**src/rtl/fetch_unit_pkg.sv**
```systemverilog
// Shared processor definitions: default bus widths and fetch FSM encoding.
// Also used by the control unit and the instruction memory model.
package fetch_unit_pkg;

    localparam int ADDR_W_DEF      = 8;
    localparam int DATA_W_DEF      = 8;
    localparam int STACK_DEPTH_DEF = 4;

    typedef enum logic [1:0] {
        FS_IDLE = 2'd0,
        FS_REQ  = 2'd1,
        FS_DONE = 2'd2
    } fetch_state_e;

endpackage

```
**src/rtl/fetch_unit_ret_stack.sv**
```systemverilog
// Return-address LIFO: synchronous push, combinational top-of-stack.
// The occupancy counter is one bit wider than the pointer so full/empty never alias.
module ret_stack
    import fetch_unit_pkg::*;
#(
    parameter int WIDTH = ADDR_W_DEF,
    parameter int DEPTH = STACK_DEPTH_DEF
) (
    input  logic             clock,
    input  logic             reset,
    input  logic             push,
    input  logic             pop,
    input  logic [WIDTH-1:0] push_data,
    output logic [WIDTH-1:0] top,
    output logic             full,
    output logic             empty
);

    localparam int PTR_W = $clog2(DEPTH);
    localparam int CNT_W = PTR_W + 1;

    logic [CNT_W-1:0] count_q, count_d;
    logic [WIDTH-1:0] mem_q [DEPTH];
    logic [PTR_W-1:0] wr_ptr;
    logic [PTR_W-1:0] top_ptr;
    logic             do_push;
    logic             do_pop;

    assign full    = (count_q == CNT_W'(DEPTH));
    assign empty   = (count_q == '0);
    assign wr_ptr  = count_q[PTR_W-1:0];
    assign top_ptr = wr_ptr - PTR_W'(1);
    assign top     = mem_q[top_ptr];
    assign do_push = push && !full;
    assign do_pop  = pop && !empty;

    always_comb begin
        count_d = count_q;
        if (do_push) begin
            count_d = count_q + CNT_W'(1);
        end else if (do_pop) begin
            count_d = count_q - CNT_W'(1);
        end
    end

    always_ff @(posedge clock) begin
        if (reset) begin
            count_q <= '0;
        end else begin
            count_q <= count_d;
        end
    end

    // Entries need no reset: they are only readable once pushed.
    always_ff @(posedge clock) begin
        if (do_push) begin
            mem_q[wr_ptr] <= push_data;
        end
    end

endmodule

```
**src/rtl/fetch_unit.sv**
```systemverilog
// Instruction fetch stage: PC, IR, return-address stack and the
// req/ack read handshake to instruction memory.
module fetch_unit
    import fetch_unit_pkg::*;
#(
    parameter int ADDR_W      = ADDR_W_DEF,
    parameter int DATA_W      = DATA_W_DEF,
    parameter int STACK_DEPTH = STACK_DEPTH_DEF
) (
    input  logic              clock,
    input  logic              reset,
    input  logic              ir_load,
    input  logic              pc_load,
    input  logic              jump_en,
    input  logic              call_en,
    input  logic              ret_en,
    input  logic [ADDR_W-1:0] jump_addr,
    output logic              mem_req,
    output logic [ADDR_W-1:0] mem_addr,
    input  logic [DATA_W-1:0] mem_rdata,
    input  logic              mem_ack,
    output logic [DATA_W-1:0] IR,
    output logic [ADDR_W-1:0] pc,
    output logic              ir_valid,
    output logic              busy,
    output logic              stack_overflow,
    output logic              stack_underflow
);

    fetch_state_e      state_q, state_d;
    logic [ADDR_W-1:0] pc_q, pc_d;
    logic [ADDR_W-1:0] addr_q, addr_d;
    logic [DATA_W-1:0] ir_q, ir_d;
    logic              req_q, req_d;
    logic              valid_q, valid_d;
    logic              busy_q, busy_d;
    logic              ovf_q, ovf_d;
    logic              unf_q, unf_d;

    logic              stk_push;
    logic              stk_pop;
    logic [ADDR_W-1:0] stk_top;
    logic              stk_full;
    logic              stk_empty;
    logic [ADDR_W-1:0] pc_inc;

    assign pc_inc = pc_q + ADDR_W'(1);

    ret_stack #(
        .WIDTH (ADDR_W),
        .DEPTH (STACK_DEPTH)
    ) u_ret_stack (
        .clock     (clock),
        .reset     (reset),
        .push      (stk_push),
        .pop       (stk_pop),
        .push_data (pc_inc),
        .top       (stk_top),
        .full      (stk_full),
        .empty     (stk_empty)
    );

    always_comb begin
        state_d = state_q;
        addr_d  = addr_q;
        ir_d    = ir_q;
        req_d   = req_q;
        valid_d = 1'b0;
        busy_d  = busy_q;
        unique case (state_q)
            FS_IDLE: begin
                if (ir_load) begin
                    state_d = FS_REQ;
                    addr_d  = pc_q;
                    req_d   = 1'b1;
                    busy_d  = 1'b1;
                end
            end
            FS_REQ: begin
                if (mem_ack) begin
                    state_d = FS_DONE;
                    ir_d    = mem_rdata;
                    req_d   = 1'b0;
                    busy_d  = 1'b0;
                    valid_d = 1'b1;
                end
            end
            FS_DONE: begin
                state_d = FS_IDLE;
            end
            default: begin
                state_d = FS_IDLE;
            end
        endcase
    end

    // One PC action per cycle; lower-priority requests are dropped.
    always_comb begin
        pc_d     = pc_q;
        ovf_d    = ovf_q;
        unf_d    = unf_q;
        stk_push = 1'b0;
        stk_pop  = 1'b0;
        if (ret_en) begin
            if (stk_empty) begin
                unf_d = 1'b1;
            end else begin
                stk_pop = 1'b1;
                pc_d    = stk_top;
            end
        end else if (call_en) begin
            if (stk_full) begin
                ovf_d = 1'b1;
            end else begin
                stk_push = 1'b1;
            end
            pc_d = jump_addr;
        end else if (jump_en) begin
            pc_d = jump_addr;
        end else if (pc_load) begin
            pc_d = pc_inc;
        end
    end

    always_ff @(posedge clock) begin
        if (reset) begin
            state_q <= FS_IDLE;
            pc_q    <= '0;
            addr_q  <= '0;
            ir_q    <= '0;
            req_q   <= 1'b0;
            valid_q <= 1'b0;
            busy_q  <= 1'b0;
            ovf_q   <= 1'b0;
            unf_q   <= 1'b0;
        end else begin
            state_q <= state_d;
            pc_q    <= pc_d;
            addr_q  <= addr_d;
            ir_q    <= ir_d;
            req_q   <= req_d;
            valid_q <= valid_d;
            busy_q  <= busy_d;
            ovf_q   <= ovf_d;
            unf_q   <= unf_d;
        end
    end

    assign pc              = pc_q;
    assign IR              = ir_q;
    assign mem_req         = req_q;
    assign mem_addr        = addr_q;
    assign ir_valid        = valid_q;
    assign busy            = busy_q;
    assign stack_overflow  = ovf_q;
    assign stack_underflow = unf_q;

endmodule
```
**config.mk**
```make
export PLATFORM = sky130hd
export DESIGN_NAME = fetch_unit
export DESIGN_NICKNAME = d
export VERILOG_FILES = /design/src/rtl/fetch_unit_pkg.sv /design/src/rtl/fetch_unit_ret_stack.sv /design/src/rtl/fetch_unit.sv
export SDC_FILE = /design/constraint.sdc
export NUM_CORES = 1
export LEC_CHECK = 0
export ABC_CLOCK_PERIOD_IN_PS = 3950
export CAP_MARGIN = 5
export CORE_MARGIN = 2
export CORE_UTILIZATION = 50
export DETAILED_ROUTE_END_ITERATION = 10
export PLACE_DENSITY = 0.85
export SLEW_MARGIN = 10
export SYNTH_ARGS = -nofsm -noshare
export SYNTH_HDL_FRONTEND = slang
export SYNTH_SLANG_ARGS = --single-unit
export TNS_END_PERCENT = 1
```
**constraint.sdc**
```tcl
create_clock -name clock -period 3.95 [get_ports clock]
set_clock_uncertainty 0.15 [all_clocks]
set_input_delay 0.79 -clock clock [delete_from_list [all_inputs] [get_ports clock]]
set_output_delay 0.79 -clock clock [all_outputs]
set_load 0.05 [all_outputs]
```
# Word level (Yosys, flattened, before mapping)
# Memories as Yosys holds them, arrays and structs flattened.
# Index checks and enable logic that the tools add are counted.
dict set report classes {
  addsub 4
  eq_ne 5
  muxes 21
  n_bitwise 2
  n_reduce_logical 17
}
# operator n
set ops {}
lappend ops {{$mux 8} 5}
lappend ops {{$mux 1} 10}
lappend ops {{$reduce_and 2->1} 5}
lappend ops {{$add 8x1->8 const B} 1}
lappend ops {{$mux 3} 2}
lappend ops {{$ne 2x2->1 const B} 3}
lappend ops {{$reduce_and 3->1} 2}
lappend ops {{$mux 2} 2}
lappend ops {{$pmux 2 s2} 1}
lappend ops {{$reduce_bool 2->1} 2}
lappend ops {{$reduce_bool 4->1} 1}
lappend ops {{$add 3x1->3 const B} 1}
lappend ops {{$eq 3x3->1 const B} 1}
lappend ops {{$logic_not 3->1} 1}
lappend ops {{$sub 3x1->3 const B} 1}
lappend ops {{$eq 2x1->1 const B} 1}
lappend ops {{$logic_and 1x1->1} 2}
lappend ops {{$logic_not 1->1} 2}
lappend ops {{$logic_not 2->1} 1}
lappend ops {{$not 1->1} 2}
lappend ops {{$pmux 1 s2} 1}
lappend ops {{$reduce_or 2->1} 1}
lappend ops {{$sub 2x1->2 const B} 1}
dict set report word_totals {
  register_bits 33
  ram_bits 32
  input_bits 24
  output_inout_bits 29
  wordCells 59
  mem_count 1
}
# name depth width rd rd_clocked_by_memory_dff write_ports line
set mem_list {}
lappend mem_list {u_ret_stack.mem_q 4 8 1 0 1 fetch_unit_ret_stack.sv:23} ;# logic [WIDTH-1:0] mem_q [DEPTH];

# Depth between registers and ports, before layout
dict set report logic_depth {
  word_depth 7
  mapped_depth 9
  mapped_depth_nobuf 8
}

# Hierarchy
# A second synthesis with hierarchy kept.
dict set report unflattened {
  cells_unflattened 226
  hier_area_um2 2881.5
}
# module instances cells_per_inst area_per_inst_um2 seq_area_each_um2
set by_module_without_submodules {}
lappend by_module_without_submodules {ret_stack 1 80 1510.2 1021.0}
lappend by_module_without_submodules {fetch_unit 1 146 1371.3 600.6}

# Worst setup path before layout
# Ideal clock, no wire load.
dict set report synth_timing {
  path_type {reg2reg}
  startpoint {reg u_ret_stack.count_q[0]}
  endpoint {reg u_ret_stack.count_q[2]}
  setup_ps 134
  t_arrival_ps 1943
  t_required_ps 3666
  setup_slack_ps 1723
  stages_incl_launch_ff 9
  n_path_buf 1
  period_less_slack_ps 2227
  cell_sequence {dfxtp_1 buf_6 inv_1 ha_1 a21oi_1 inv_1 fa_1 a221oi_1 a211oi_1}
}
dict set report synth_via {
  elab_chain_cells 6
  elab_cells_between_ends 16
  classes_between {2 x add/sub; 1 x eq/ne; 7 x mux; 6 x reduce/logical}
}
# item line
set synth_lines {}
lappend synth_lines {{start, declared} fetch_unit_ret_stack.sv:22} ;# logic [CNT_W-1:0] count_q, count_d;
lappend synth_lines {{start signal, assigned} fetch_unit_ret_stack.sv:50} ;# count_q <= count_d;
lappend synth_lines {{$eq 3x3->1} fetch_unit_ret_stack.sv:29} ;# assign full = (count_q == CNT_W'(DEPTH));
lappend synth_lines {{$mux 1} fetch_unit.sv:112} ;# if (stk_full) begin
lappend synth_lines {{$mux 1} fetch_unit.sv:111} ;# end else if (call_en) begin
lappend synth_lines {{$mux 1} fetch_unit.sv:104} ;# if (ret_en) begin
lappend synth_lines {{$logic_and 1x1->1} fetch_unit_ret_stack.sv:34} ;# assign do_push = push && !full;
lappend synth_lines {{$mux 3 or $reduce_bool 2->1 (tied branches)} --}
# Parallel ways exist; a longest one is shown, timed or not. The select of a mux whose other input is x is not followed.
# A chain may end at the register's enable or synchronous reset.

# Final worst setup path
dict set report layout_timing {
  startpoint {reg pc_q[0] (netlist: pc[0])}
  endpoint {out pc[0]}
}
# item line
set layout_lines {}
lappend layout_lines {{start, declared} fetch_unit.sv:31} ;# logic [ADDR_W-1:0] pc_q, pc_d;
lappend layout_lines {{start signal, assigned} fetch_unit.sv:138} ;# pc_q <= pc_d;
lappend layout_lines {{end, declared} fetch_unit.sv:23} ;# output logic [ADDR_W-1:0] pc,
# No word-level cell between the ends.

==> impl_results.md <==
* Run status: completed
* Worst Hold Launch: stack_underflow
* Yosys cell types at 45
* First-pass GRT wire length at 9110 µm
* Dominant cells by area after synthesis: edfxtp_1 34%, dfxtp_1 24%, mux2i_1 6.1%
* Vias/cell at 5.40
* Sequential share of power at 39.8%
* Routed wire length at 5620 µm
* Area growth syn-to-layout at 28.7%
* Final Max Slew Viols at 0
* Min Tclk post-route at 2.69 ns
* Drt first pass iters at 4
* Die area at 6210 µm²
* Slowest CP cell: clkdlybuf4s50_1
* Final ANT Viol Nets at 0
* Top-area cell type share of the netlist area at 34.3%
* Starting Density at 51.1%
* Die width at 78.8 µm
* Worst vdd ir at 290 µV
* Ordered list of cells on the worst path: clkdlybuf4s50_1
* Synthesized flop and latch total at 65
* Drt initial violations at 172
* Syn_nets at 244
* Biggest cell delay along the critical path at 0.88 ns
* N_diodes at 0
* Crit start category: register
* Top FF cell, synth: dfxtp_1
* Max Fanout on Critical Path at 9
* Routed length per instance at 16.1 µm
* H-tree depth at 3
* CP endpoint kind: output port
* Chip Height at 78.8 µm
* Slew at the pin closest to its max-slew limit at 0.662 ns
* # IOs at 53
* Uppermost layer routed: met4
* Top cells by count, synth: 33 x dfxtp_1, 32 x edfxtp_1, 28 x nor2_1, 17 x mux2i_1, 8 x inv_1
* Leakage Power at 1.38 nW
* Initial antenna violation count at 0
* Family with the most delay on the worst path: buffers and inverters
* Total track usage at 19.7%
* Total power draw at 2.30 mW
* Worst path bufs/invs at 1
* Fillers at 411
* Switching part of the total at 33.3%
* Met1 WL at 2330 µm
* Comb power frac at 34.4%
* Most frequent cell after synthesis: dfxtp_1
* DRC at 0
* CTS tree: built
* Synth area leader: edfxtp_1
* Port Buf Inserts at 52
* Worst EP arrival at 1.75 ns
* Post-synth EDFFs at 32
* Clock Path Buffers at 2
* GRT overflow at 0
* Clock net sink count at 65
* Reg clk slew, reported paths at 0.07 ns
* Pwr Density at 639 nW/µm²
* Core Area at 5470 µm²
* Final nets at 302
* Final Hold Vio Count at 0
* Layout cell share with drive strength beyond 1 at 10.8%
* Reg-to-reg startpoint: u_ret_stack.count_q[0]
* F_max at 372 MHz
* CP Data Required Time at 3.01 ns
* Syn avg cell area at 13.1 µm²
* Rows at 27
* Clock power frac at 25.8%
* CTS Hold Bufs at 0
* Syn. warnings at 0
* # Post-CTS Setup Buffers at 0
* Worst-Skew Late Latency at 0.34 ns
* Largest net degree at the start of global routing at 34
* TNS Setup at 0 ns
* Fin crit share at 68.1%
* TritonCTS Buffers at 9
* Number of gates resized after cts at 0
* Crit path launch: pc[0]
* Async SR Flop Fraction at 0%
* Worst min-delay path class: reg -> reg
* P_sw at 767 µW
* Routed length on met2 at 2770 µm
* Cell area after synthesis at 2800 µm²
* Vias at 1885
* Final setup viols at 0
* Root buf cell: clkbuf_8
* Critical path type: reg -> out
* Power Internal at 1.53 mW
* Post-Syn Instances at 214
* RSZ-0062 raised after global routing: false
* Vias in the first global route at 1875
* Detailed Place HPWL at 4060 µm
* Max transition margin at 55.7%
* Routability Congestion at 0.891
* Seq/Total Area, Yosys at 57.9%
* WL met3 at 426 µm
* Maxcap violations at 0
## registers in the layout, summed over array words and instances (netlist names)
| name | cells |
|---|---|
| mem_addr | 8 |
| u_ret_stack.mem_q | 32 |
| IR | 8 |
| state_q | 2 |
| busy | 1 |
| stack_underflow | 1 |
| stack_overflow | 1 |
| ir_valid | 1 |
| u_ret_stack.count_q | 3 |
| pc | 8 |
## worst min-delay path, stage by stage, from the launching register on
cell and delay, ns:
dfxtp_1 0.31, inv_1 0.05, a21oi_1 0.06
## power groups by stage
| stage | combinational [mW] | sequential, mW | clock, mW |
|---|---|---|---|
| floorplan | 0.428 | 1.06 | 0 |
| global placement | 0.777 | 0.925 | 0 |
| detailed placement | 0.797 | 0.929 | 0 |
| CTS | 0.800 | 0.915 | 0.609 |
| global route | 0.854 | 0.928 | 0.632 |
| finish | 0.792 | 0.915 | 0.595 |
## final timing paths
check | end | slack [ns] | depth (start not counted)
hold reg to reg | stack_underflow | 0.32 | 2
setup / recovery | pc[0] | 1.26 | 1
hold / removal | stack_underflow | 0.32 | 2
setup reg to reg | u_ret_stack.count_q[2] | 1.51 | 8
## final cells by class
cell class	count	area (µm²)	share of cell area, %
clock buffer	15	188	5.21
sequential	65	1620	45.0
tap	72	90.1	2.50
timing repair buffer	56	551	15.3
inverter	9	33.8	0.938
clock inverter	1	30.0	0.834
multi-input combinational	131	1090	30.2
## cell families after synthesis
group | count (synthesis) | synth area share, %
muxes | 25 | 13.2
adders and majority gates | 6 | 2.95
AOI/OAI and AO/OA | 34 | 9.79
buffers and inverters | 18 | 3.22
DFF | 65 | 57.9
and+or+nand+nor | 59 | 10.7
xor gates and xnor gates | 7 | 2.19
## metrics by stage
stage                     hold slack (ns)  util, %  setup WS [ns]  std cells  area [µm²]
after floorplan                     0.316        -           1.72        214        2800
after global placement              0.285     61.8           1.00        333        3380
after detailed placement            0.313     61.8          0.922        333        3380
after CTS                           0.323     65.8           1.22        349        3600
after global routing                0.354     65.8           1.04        349        3600
final                               0.320     65.8           1.26        349        3600
## layer usage
metal  GRT usage (%)  vias up
met5               0        -
met4            9.83        0
li1                -      906
met2            33.6       76
met3            6.25       10
met1            22.4      893
## layout by cell type, fill, tap and decap left out, types with 5 or more instances in the layout
master,n
a21oi_1,7
clkbuf_8,11
clkdlybuf4s50_1,52
dfxtp_1,33
edfxtp_1,32
ha_1,5
inv_1,8
mux2i_1,17
mux4_1,5
nand2_1,7
nor2_1,28
o21ai_0,5
xnor2_1,5
No activity file was read; power rests on OpenSTA's default activity.
